$ cat config.mk
export PLATFORM = sky130hd
export DESIGN_NAME = reaction_timing_engine_flat
export DESIGN_NICKNAME = d
export VERILOG_FILES = /design/src/rtl/reaction_pkg.sv /design/src/rtl/reaction_timing_engine_if.sv /design/src/rtl/bcd_sync_counter.sv /design/src/rtl/reaction_timing_engine.sv /design/src/flat_wrapper.sv
export SDC_FILE = /design/constraint.sdc
export NUM_CORES = 1
export LEC_CHECK = 0
export BUFFER_PORTS_ARGS = -buffer_cell sky130_fd_sc_hd__clkbuf_2
export CELL_PAD_IN_SITES_DETAIL_PLACEMENT = 0
export CELL_PAD_IN_SITES_GLOBAL_PLACEMENT = 1
export CORE_UTILIZATION = 35
export CTS_BUF_LIST = sky130_fd_sc_hd__clkbuf_8 sky130_fd_sc_hd__clkbuf_16
export DETAILED_ROUTE_END_ITERATION = 6
export PLACE_DENSITY_LB_ADDON = 0.1
export SLEW_MARGIN = 40
export SYNTH_ARGS = -nofsm -noshare
export SYNTH_HDL_FRONTEND = slang
export SYNTH_SLANG_ARGS = --single-unit
$ cat constraint.sdc
create_clock -name clk -period 2.1 [get_ports clk]
set_clock_uncertainty 0.2 [all_clocks]
set_input_delay 0.42 -clock clk [delete_from_list [all_inputs] [get_ports clk]]
set_output_delay 0.42 -clock clk [all_outputs]
set_load 0.03 [all_outputs]
$ cat src/rtl/reaction_pkg.sv
// Shared types and helpers for the reaction timing engine: FSM state encoding,
// DIGITS-wide BCD helpers and maximal-length LFSR tap masks.
package reaction_pkg;

  localparam int unsigned MaxDigits = 6;
  localparam int unsigned MaxW      = 4 * MaxDigits;

  typedef enum logic [1:0] {
    StIdle    = 2'd0,
    StArmed   = 2'd1,
    StHit     = 2'd2,
    StTimeout = 2'd3
  } state_e;

  // All-nines pattern in the low 'digits' BCD digits, zero above.
  function automatic logic [MaxW-1:0] all_nines(input int unsigned digits);
    logic [MaxW-1:0] r;
    r = '0;
    for (int i = 0; i < int'(MaxDigits); i++) begin
      if (i < int'(digits)) r[4*i +: 4] = 4'd9;
    end
    return r;
  endfunction

  // a < b as BCD numbers, most significant digit decides first.
  function automatic logic bcd_lt(input logic [MaxW-1:0] a, input logic [MaxW-1:0] b,
                                  input int unsigned digits);
    logic lt;
    logic done;
    lt   = 1'b0;
    done = 1'b0;
    for (int i = int'(MaxDigits) - 1; i >= 0; i--) begin
      if (!done && (i < int'(digits)) && (a[4*i +: 4] != b[4*i +: 4])) begin
        lt   = (a[4*i +: 4] < b[4*i +: 4]);
        done = 1'b1;
      end
    end
    return lt;
  endfunction

  // Fibonacci feedback masks (bit n-1 = tap n) for maximal-length sequences.
  function automatic logic [31:0] lfsr_taps(input int unsigned width);
    logic [31:0] t;
    case (width)
      3:       t = 32'h0006;
      4:       t = 32'h000C;
      5:       t = 32'h0014;
      6:       t = 32'h0030;
      7:       t = 32'h0060;
      8:       t = 32'h00B8;
      9:       t = 32'h0110;
      10:      t = 32'h0240;
      11:      t = 32'h0500;
      12:      t = 32'h0E08;
      13:      t = 32'h1C80;
      14:      t = 32'h3802;
      15:      t = 32'h6000;
      16:      t = 32'hD008;
      default: t = 32'h0110;
    endcase
    return t;
  endfunction

endpackage

$ cat src/rtl/reaction_timing_engine_if.sv
// Player/display-side bundle of the reaction timing engine. The game FSM and
// display decoders sit on the master side; the engine is the slave.
interface reaction_timing_engine_if #(
  parameter int unsigned DIGITS  = 3,
  parameter int unsigned TARGETS = 8
);
  logic                  en;
  logic [TARGETS-1:0]    sw;
  logic [TARGETS-1:0]    target;
  logic [4*DIGITS-1:0]   time_bcd;
  logic [4*DIGITS-1:0]   score_bcd;
  logic [4*DIGITS-1:0]   best_bcd;
  logic [1:0]            state;
  logic                  hit;
  logic                  timeout;

  modport master (
    output en, sw,
    input  target, time_bcd, score_bcd, best_bcd, state, hit, timeout
  );

  modport slave (
    input  en, sw,
    output target, time_bcd, score_bcd, best_bcd, state, hit, timeout
  );
endinterface

$ cat src/rtl/bcd_sync_counter.sv
// Fully synchronous saturating BCD counter. Digit k steps when inc is high and
// all lower digits are 9; the count holds at all nines instead of wrapping.
module bcd_sync_counter
  import reaction_pkg::*;
#(
  parameter int unsigned DIGITS = 3
) (
  input  logic                clk,
  input  logic                rst,
  input  logic                clr,
  input  logic                inc,
  output logic                sat,
  output logic [4*DIGITS-1:0] q
);

  localparam logic [MaxW-1:0]     NinesFull = all_nines(DIGITS);
  localparam logic [4*DIGITS-1:0] Nines     = NinesFull[4*DIGITS-1:0];

  logic [4*DIGITS-1:0] q_d;
  logic                carry;

  assign sat = (q == Nines);

  // Carry chain across digits; clear wins over increment.
  always_comb begin
    q_d   = q;
    carry = inc & ~sat;
    for (int k = 0; k < int'(DIGITS); k++) begin
      if (carry) q_d[4*k +: 4] = (q[4*k +: 4] == 4'd9) ? 4'd0 : q[4*k +: 4] + 4'd1;
      carry = carry & (q[4*k +: 4] == 4'd9);
    end
    if (clr) q_d = '0;
  end

  // Count register.
  always_ff @(posedge clk or posedge rst) begin
    if (rst) q <= '0;
    else     q <= q_d;
  end

endmodule

$ cat src/rtl/reaction_timing_engine.sv
// Reaction-timer measurement core: lights a random target LED on the en rise,
// counts ticks in BCD until sw matches, latches the score.
// Optional feature macro: BEST_SCORE_EN keeps the lowest hit score of the session.
module reaction_timing_engine
  import reaction_pkg::*;
#(
  parameter int unsigned CLK_HZ  = 50_000_000,
  parameter int unsigned TICK_HZ = 1_000,
  parameter int unsigned DIGITS  = 3,
  parameter int unsigned TARGETS = 8,
  parameter int unsigned LFSR_W  = 9
) (
  input logic                      clk,
  input logic                      rst,
  reaction_timing_engine_if.slave  bus
);

  localparam int unsigned Div    = (CLK_HZ / TICK_HZ > 0) ? CLK_HZ / TICK_HZ : 1;
  localparam int unsigned DivW   = (Div > 1) ? $clog2(Div) : 1;
  localparam logic [DivW-1:0] DivMax = DivW'(Div - 1);

  localparam logic [MaxW-1:0]     NinesFull = all_nines(DIGITS);
  localparam logic [4*DIGITS-1:0] Nines     = NinesFull[4*DIGITS-1:0];
  localparam logic [31:0]         TapsFull  = lfsr_taps(LFSR_W);
  localparam logic [LFSR_W-1:0]   Taps      = TapsFull[LFSR_W-1:0];
  localparam logic [TARGETS-1:0]  OneT      = {{(TARGETS-1){1'b0}}, 1'b1};

  state_e              state_q, state_d;
  logic                en_q;
  logic [DivW-1:0]     div_q, div_d;
  logic                tick_en;
  logic [LFSR_W-1:0]   lfsr_q;
  logic [LFSR_W-1:0]   tgt_idx;
  logic [TARGETS-1:0]  target_q, target_d;
  logic                seen_false_q, seen_false_d;
  logic [4*DIGITS-1:0] score_q, score_d;
  logic                hit_q, hit_d;
  logic                arm;
  logic                match;
  logic                sat;
  logic [4*DIGITS-1:0] time_q;

  assign tick_en = (state_q == StArmed) && (div_q == DivMax);
  assign match   = (bus.sw == target_q);
  assign tgt_idx = lfsr_q % LFSR_W'(TARGETS);

  bcd_sync_counter #(
    .DIGITS (DIGITS)
  ) u_timer (
    .clk (clk),
    .rst (rst),
    .clr (arm),
    .inc (tick_en),
    .sat (sat),
    .q   (time_q)
  );

  // Tick divider: free-runs only while armed, otherwise parked at zero.
  always_comb begin
    div_d = '0;
    if (state_q == StArmed && !tick_en) div_d = div_q + 1'b1;
  end

  // Next state and round actions; in ARMED abort beats match beats timeout.
  // seen_false blocks a hit until sw has differed from the target once.
  always_comb begin
    state_d      = state_q;
    target_d     = target_q;
    seen_false_d = seen_false_q;
    score_d      = score_q;
    hit_d        = 1'b0;
    arm          = 1'b0;
    unique case (state_q)
      StIdle: begin
        if (bus.en && !en_q) begin
          state_d      = StArmed;
          target_d     = OneT << tgt_idx;
          seen_false_d = 1'b0;
          arm          = 1'b1;
        end
      end
      StArmed: begin
        if (!bus.en) begin
          state_d = StIdle;
        end else if (match && seen_false_q) begin
          state_d = StHit;
          score_d = time_q;
          hit_d   = 1'b1;
        end else if (tick_en && sat) begin
          state_d = StTimeout;
          score_d = Nines;
        end else if (!match) begin
          seen_false_d = 1'b1;
        end
      end
      StHit, StTimeout: begin
        if (!bus.en) state_d = StIdle;
      end
      default: state_d = StIdle;
    endcase
  end

  // State, edge detect, divider, LFSR and score registers.
  always_ff @(posedge clk or posedge rst) begin
    if (rst) begin
      state_q      <= StIdle;
      en_q         <= 1'b0;
      div_q        <= '0;
      lfsr_q       <= LFSR_W'(1);
      target_q     <= '0;
      seen_false_q <= 1'b0;
      score_q      <= '0;
      hit_q        <= 1'b0;
    end else begin
      state_q      <= state_d;
      en_q         <= bus.en;
      div_q        <= div_d;
      lfsr_q       <= {lfsr_q[LFSR_W-2:0], ^(lfsr_q & Taps)};
      target_q     <= target_d;
      seen_false_q <= seen_false_d;
      score_q      <= score_d;
      hit_q        <= hit_d;
    end
  end

`ifdef BEST_SCORE_EN
  logic [4*DIGITS-1:0] best_q;

  // Session best: only hits compete, timeouts never do.
  always_ff @(posedge clk or posedge rst) begin
    if (rst) begin
      best_q <= Nines;
    end else if (hit_d && bcd_lt(MaxW'(time_q), MaxW'(best_q), DIGITS)) begin
      best_q <= time_q;
    end
  end

  assign bus.best_bcd = best_q;
`else
  assign bus.best_bcd = Nines;
`endif

  assign bus.target    = (state_q == StArmed) ? target_q : '0;
  assign bus.time_bcd  = time_q;
  assign bus.score_bcd = score_q;
  assign bus.state     = state_q;
  assign bus.hit       = hit_q;
  assign bus.timeout   = (state_q == StTimeout);

endmodule
$ cat src/flat_wrapper.sv
// flat-port wrapper written by rule: the top's interface ports become plain ports
module reaction_timing_engine_flat import reaction_pkg::*;
#(
  parameter int unsigned CLK_HZ  = 50_000_000,
  parameter int unsigned TICK_HZ = 1_000,
  parameter int unsigned DIGITS  = 3,
  parameter int unsigned TARGETS = 8,
  parameter int unsigned LFSR_W  = 9
)
  (clk, rst, bus_en, bus_sw, bus_target, bus_time_bcd, bus_score_bcd, bus_best_bcd, bus_state, bus_hit, bus_timeout);
  reaction_timing_engine_if #(.DIGITS(DIGITS), .TARGETS(TARGETS)) bus_i ();
  input logic clk;
  input logic rst;
  input wire logic [$bits(bus_i.en)-1:0] bus_en;
  input wire logic [$bits(bus_i.sw)-1:0] bus_sw;
  output wire logic [$bits(bus_i.target)-1:0] bus_target;
  output wire logic [$bits(bus_i.time_bcd)-1:0] bus_time_bcd;
  output wire logic [$bits(bus_i.score_bcd)-1:0] bus_score_bcd;
  output wire logic [$bits(bus_i.best_bcd)-1:0] bus_best_bcd;
  output wire logic [$bits(bus_i.state)-1:0] bus_state;
  output wire logic [$bits(bus_i.hit)-1:0] bus_hit;
  output wire logic [$bits(bus_i.timeout)-1:0] bus_timeout;
  assign bus_i.en = bus_en;
  assign bus_i.sw = bus_sw;
  assign bus_target = bus_i.target;
  assign bus_time_bcd = bus_i.time_bcd;
  assign bus_score_bcd = bus_i.score_bcd;
  assign bus_best_bcd = bus_i.best_bcd;
  assign bus_state = bus_i.state;
  assign bus_hit = bus_i.hit;
  assign bus_timeout = bus_i.timeout;
  reaction_timing_engine #(.CLK_HZ(CLK_HZ), .TICK_HZ(TICK_HZ), .DIGITS(DIGITS), .TARGETS(TARGETS), .LFSR_W(LFSR_W)) u_core (.clk(clk), .rst(rst), .bus(bus_i));
endmodule
==> results_tabular.tex <==
\begin{tabular}{lr}
\hline
Metric & Value \\
\hline
\multicolumn{2}{l}{\textbf{Outcome}} \\
\quad Outcome & completed \\
\multicolumn{2}{l}{\textbf{Drt}} \\
\quad Overall routed net length & 6820 µm \\
\quad Total via count after detailed routing & between 2000 and 2500 \\
\quad Mean number of vias per cell & between 4 and 5 \\
\quad Drt first-iter violations & 127 \\
\quad ANT nets after route & 0 \\
\quad Routed length per placed instance & between 10 and 15 µm \\
\quad Total iterations of the first detailed-routing run & 4 \\
\quad DRC violation count after routing & 0 \\
\multicolumn{2}{l}{\textbf{Clock network}} \\
\quad Clock latency of the later-clocked register in the worst-skew pair & 350 ps \\
\quad Number of levels in the clock H-tree & 3 \\
\quad TritonCTS clock tree & yes \\
\quad CTS Buf Count & 9 \\
\quad Number of clock sinks & slightly above 60 \\
\quad CTS Root Cell & clkbuf\_8 \\
\quad Number of buffers on the longest clock path & 2 \\
\quad Clock-pin slew on the worst setup and hold paths & approximately 60 ps \\
\multicolumn{2}{l}{\textbf{Cells and area}} \\
\quad Layout-stage area growth over the synthesis result & 28.7\% \\
\quad Non-Filler Cell Area, Final & 0.00380 mm² \\
\quad Most frequent cells in the layout & dfrtp\_1 (55), clkbuf\_2 (40), buf\_4 (34) \\
\quad Most frequent standard cell in the layout excluding fill and tap cells & dfrtp\_1 \\
\quad Number of inserted diodes & 0 \\
\quad Net count of the finished layout & 378 \\
\quad Number of cells in the finished layout apart from fillers & 470 \\
\quad Layout cells sized above 1 & 0.337 \\
\multicolumn{2}{l}{\textbf{Yosys}} \\
\quad Proportion of register bits with asynchronous set or reset after synthesis & 1.00 \\
\quad Number of enable flip-flop cells after synthesis & 0 \\
\quad Top area cells in the synthesized netlist & dfrtp\_1 (52\%), xor2\_1 (5.3\%), nor2\_1 (3.4\%) \\
\quad Biggest area consumer among synthesized cells & dfrtp\_1 \\
\quad Count of unique library cells instantiated by Yosys & 47 \\
\quad Simple-gate area share of the yosys netlist & 0.218 \\
\quad Synthesized area per cell & about 11 µm² \\
\quad Share of the synthesized area in the top cell type & 0.517 \\
\quad Number of storage elements in the synthesis netlist & slightly above 60 \\
\quad Multiplexer share of the synthesized area & 0.00678 \\
\quad Dominant combinational cell family by area after synthesis & simple AND/OR/NAND/NOR gates \\
\quad Share of synthesized area occupied by flip-flops and latches & 0.526 \\
\quad Number of warning messages in the yosys log & 0 \\
\quad Adder-cell share of the synthesized area & 0.0297 \\
\quad Most used flip-flop cell after synthesis & dfrtp\_1 \\
\quad Synthesized cell area & about 0.003 mm² \\
\quad Xor and xnor fraction of the mapped netlist area & 0.0772 \\
\quad Synthesized instance count & 276 \\
\quad Compound-gate portion of the synthesized area & 0.0916 \\
\multicolumn{2}{l}{\textbf{Flow run}} \\
\quad Maximum capacitance violations & 0 \\
\multicolumn{2}{l}{\textbf{Setup path}} \\
\quad R2r startpoint & u\_core.u\_timer.q[5] \\
\quad Endpoint kind of the worst setup timing path & flop \\
\quad Kind of critical path & reg2reg \\
\quad Data required time of the critical path & 2130 ps \\
\quad R2R Setup Slk & about 29 ps \\
\quad Capturing point of the worst reg2reg path & u\_core.bus.score\_bcd[5] \\
\quad Maximum net fanout on the critical path & 6 \\
\quad Arrival time worst endpoint & approximately 2100 ps \\
\quad Startpoint kind of the worst setup timing path & flop \\
\quad Register-to-Register Path Depth & 7 \\
\multicolumn{2}{l}{\textbf{Global route}} \\
\quad Antenna violations before repair & 0 \\
\quad Global-route usage over all layers & 0.171 \\
\quad Grt ovf & 0 \\
\quad Vias in the first global route & around 2200 \\
\quad Global-route wire length before repair & between 10000 and 15000 µm \\
\quad Largest net degree at the start of global routing & 63 \\
\multicolumn{2}{l}{\textbf{Timing}} \\
\quad Share of the clock period used by the worst path & 0.986 \\
\quad Maximum operating frequency & between 400 and 500 MHz \\
\quad Number of hold violations in the final report & 0 \\
\quad Final number of setup-violating endpoints & 0 \\
\quad Fin crit period & about 2100 ps \\
\quad RSZ-0062 raised after global routing & true \\
\quad Final-report max-slew violation count & 0 \\
\multicolumn{2}{l}{\textbf{Power and ir drop}} \\
\quad Pwr per Cell Area & between 600 and 700 mW/mm² \\
\quad Leakage power total & roughly 1.9 nW \\
\quad Internal Pwr Total & about 1.7 mW \\
\quad Worst vdd ir & around 0.00028 V \\
\quad Switching power & $\sim$0.59 mW \\
\quad Part of the total power dissipated in combinational logic & 0.071 \\
\quad Part of the power in registers & 0.523 \\
\quad Part of the power in the clock network & 0.406 \\
\quad Sw Ratio & 0.254 \\
\multicolumn{2}{l}{\textbf{Placement}} \\
\quad HPWL reported at the end of detailed placement & $\sim$4700 µm \\
\quad Total cell area at the placement stage & 0.00350 mm² \\
\quad Final weighted congestion in routability-driven placement & 0.743 \\
\quad DP Cell Count & between 400 and 500 \\
\quad Number of I/O port buffers & between 40 and 50 \\
\multicolumn{2}{l}{\textbf{Floorplanning}} \\
\quad Chip Width & 93.8 µm \\
\quad Number of core rows & 33 \\
\quad Area of the core & around 0.008 mm² \\
\quad Initial cell density of the core & 0.361 \\
\quad Io pins & slightly below 60 \\
\quad Floorplan die area & 0.00880 mm² \\
\quad Chip height & 93.8 µm \\
\multicolumn{2}{l}{\textbf{Worst hold path}} \\
\quad Cell count of the worst hold path & 1 \\
\quad Source of the worst hold timing path & bus\_en \\
\quad Min-delay worst type & in2reg \\
\quad Worst hold endpoint & u\_core.en\_q \\
\hline
\end{tabular}
-- power groups by stage --
| stage | clock, mW | sequential [mW] | combinational, mW |
|---|---|---|---|
| after detailed placement | 0 | 1.24 | 0.156 |
| after global placement | 0 | 1.24 | 0.156 |
| final | 0.946 | 1.22 | 0.166 |
| after global routing | 1.04 | 1.22 | 0.186 |
| after CTS | 0.993 | 1.22 | 0.164 |
| after floorplan | 0 | 1.25 | 0.112 |
-- critical path, stage by stage (launching register included) --
cell	delay (ps)
dfrtp_2	400
inv_1	50
ha_1	130
nand3b_1	140
or3_4	470
nor3_4	240
o21ai_4	130
a22o_1	200
-- per-layer routing --
layer  part of all wire  GRT usage  vias to the layer above
met5                  0          0                        -
met4              0.017     0.0654                        0
met3              0.035     0.0534                       11
met2               0.47      0.248                       45
met1               0.48      0.238                     1123
li1                   -          -                     1104
-- how the worst max path moves through the flow --
stage / startpoint / slack (ps) / endpoint
detailed placement: bus_sw[7] / -40 / u_core.bus.score_bcd[5]
finish: u_core.u_timer.q[5] / 30 / u_core.bus.score_bcd[5]
global placement: bus_sw[7] / 3 / u_core.bus.score_bcd[1]
CTS: u_core.div_q[10] / 20 / u_core.u_timer.q[3]
global route: u_core.u_timer.q[5] / -50 / u_core.bus.score_bcd[1]
floorplan: u_core.u_timer.q[1] / 20 / u_core.bus.score_bcd[10]
-- cells in the mapped netlist, types with 4 or more instances --
master / n
buf_4: 12
o22a_1: 6
inv_1: 6
and2_1: 10
nand3_1: 17
nand3b_1: 4
and3_1: 9
xor2_1: 18
o21ai_0: 7
nand2_1: 24
a21oi_1: 4
xnor2_1: 8
a22o_1: 6
ha_1: 7
nor2_1: 27
clkbuf_1: 7
dfrtp_1: 61
-- cell families (layout without fill, tap and decap cells) --
family / after synthesis / in the layout
simple gates: 114 / 114
flops: 62 / 62
compound gates: 37 / 37
other cells: 2 / 12
xor+xnor: 26 / 26
buf+inv: 26 / 105
mux: 2 / 2
fa+ha+maj: 7 / 7
-- area by class of cell --
cell class,count,area [µm²]
multi-input cells,198,1370
flip-flops and latches,62,1560
fillers,825,4380
repair buffers,82,531
clock inverters,5,26.3
well taps,105,131
inverters,7,30.0
clock buffers,11,151
-- sequential cells by signal, summed over array words and instances (netlist names) --
register / count
u_core.bus.score_bcd: 12
u_core.target_q: 8
u_core.seen_false_q: 1
u_core.bus.state: 2
u_core.lfsr_q: 9
u_core.en_q: 1
u_core.bus.hit: 1
u_core.u_timer.q: 12
u_core.div_q: 16
-- stage by stage --
stage          power [mW]  setup WS, ps  TNS, ps  hold WS, ps   util
2_1_floorplan        1.36          19.4        0          131      -
3_3_place_gp         1.40          3.45        0          134  0.428
3_5_place_dp         1.40         -43.1     -191          137  0.428
4_1_cts              2.37          24.2        0         39.6  0.455
5_1_grt              2.45         -52.7     -340         50.4  0.464
6_report             2.33          29.2        0         58.0  0.464
-- repair_timing --
action                                  in CTS  in global routing
resized for setup                            8                 11
hold endpoints to repair                    61                  0
hold buffers                                 1                  0
pin swaps                                    0                  3
setup buffers                                2                  2
endpoints found under the setup margin       8                 24
No activity file was read; power rests on OpenSTA's default activity.
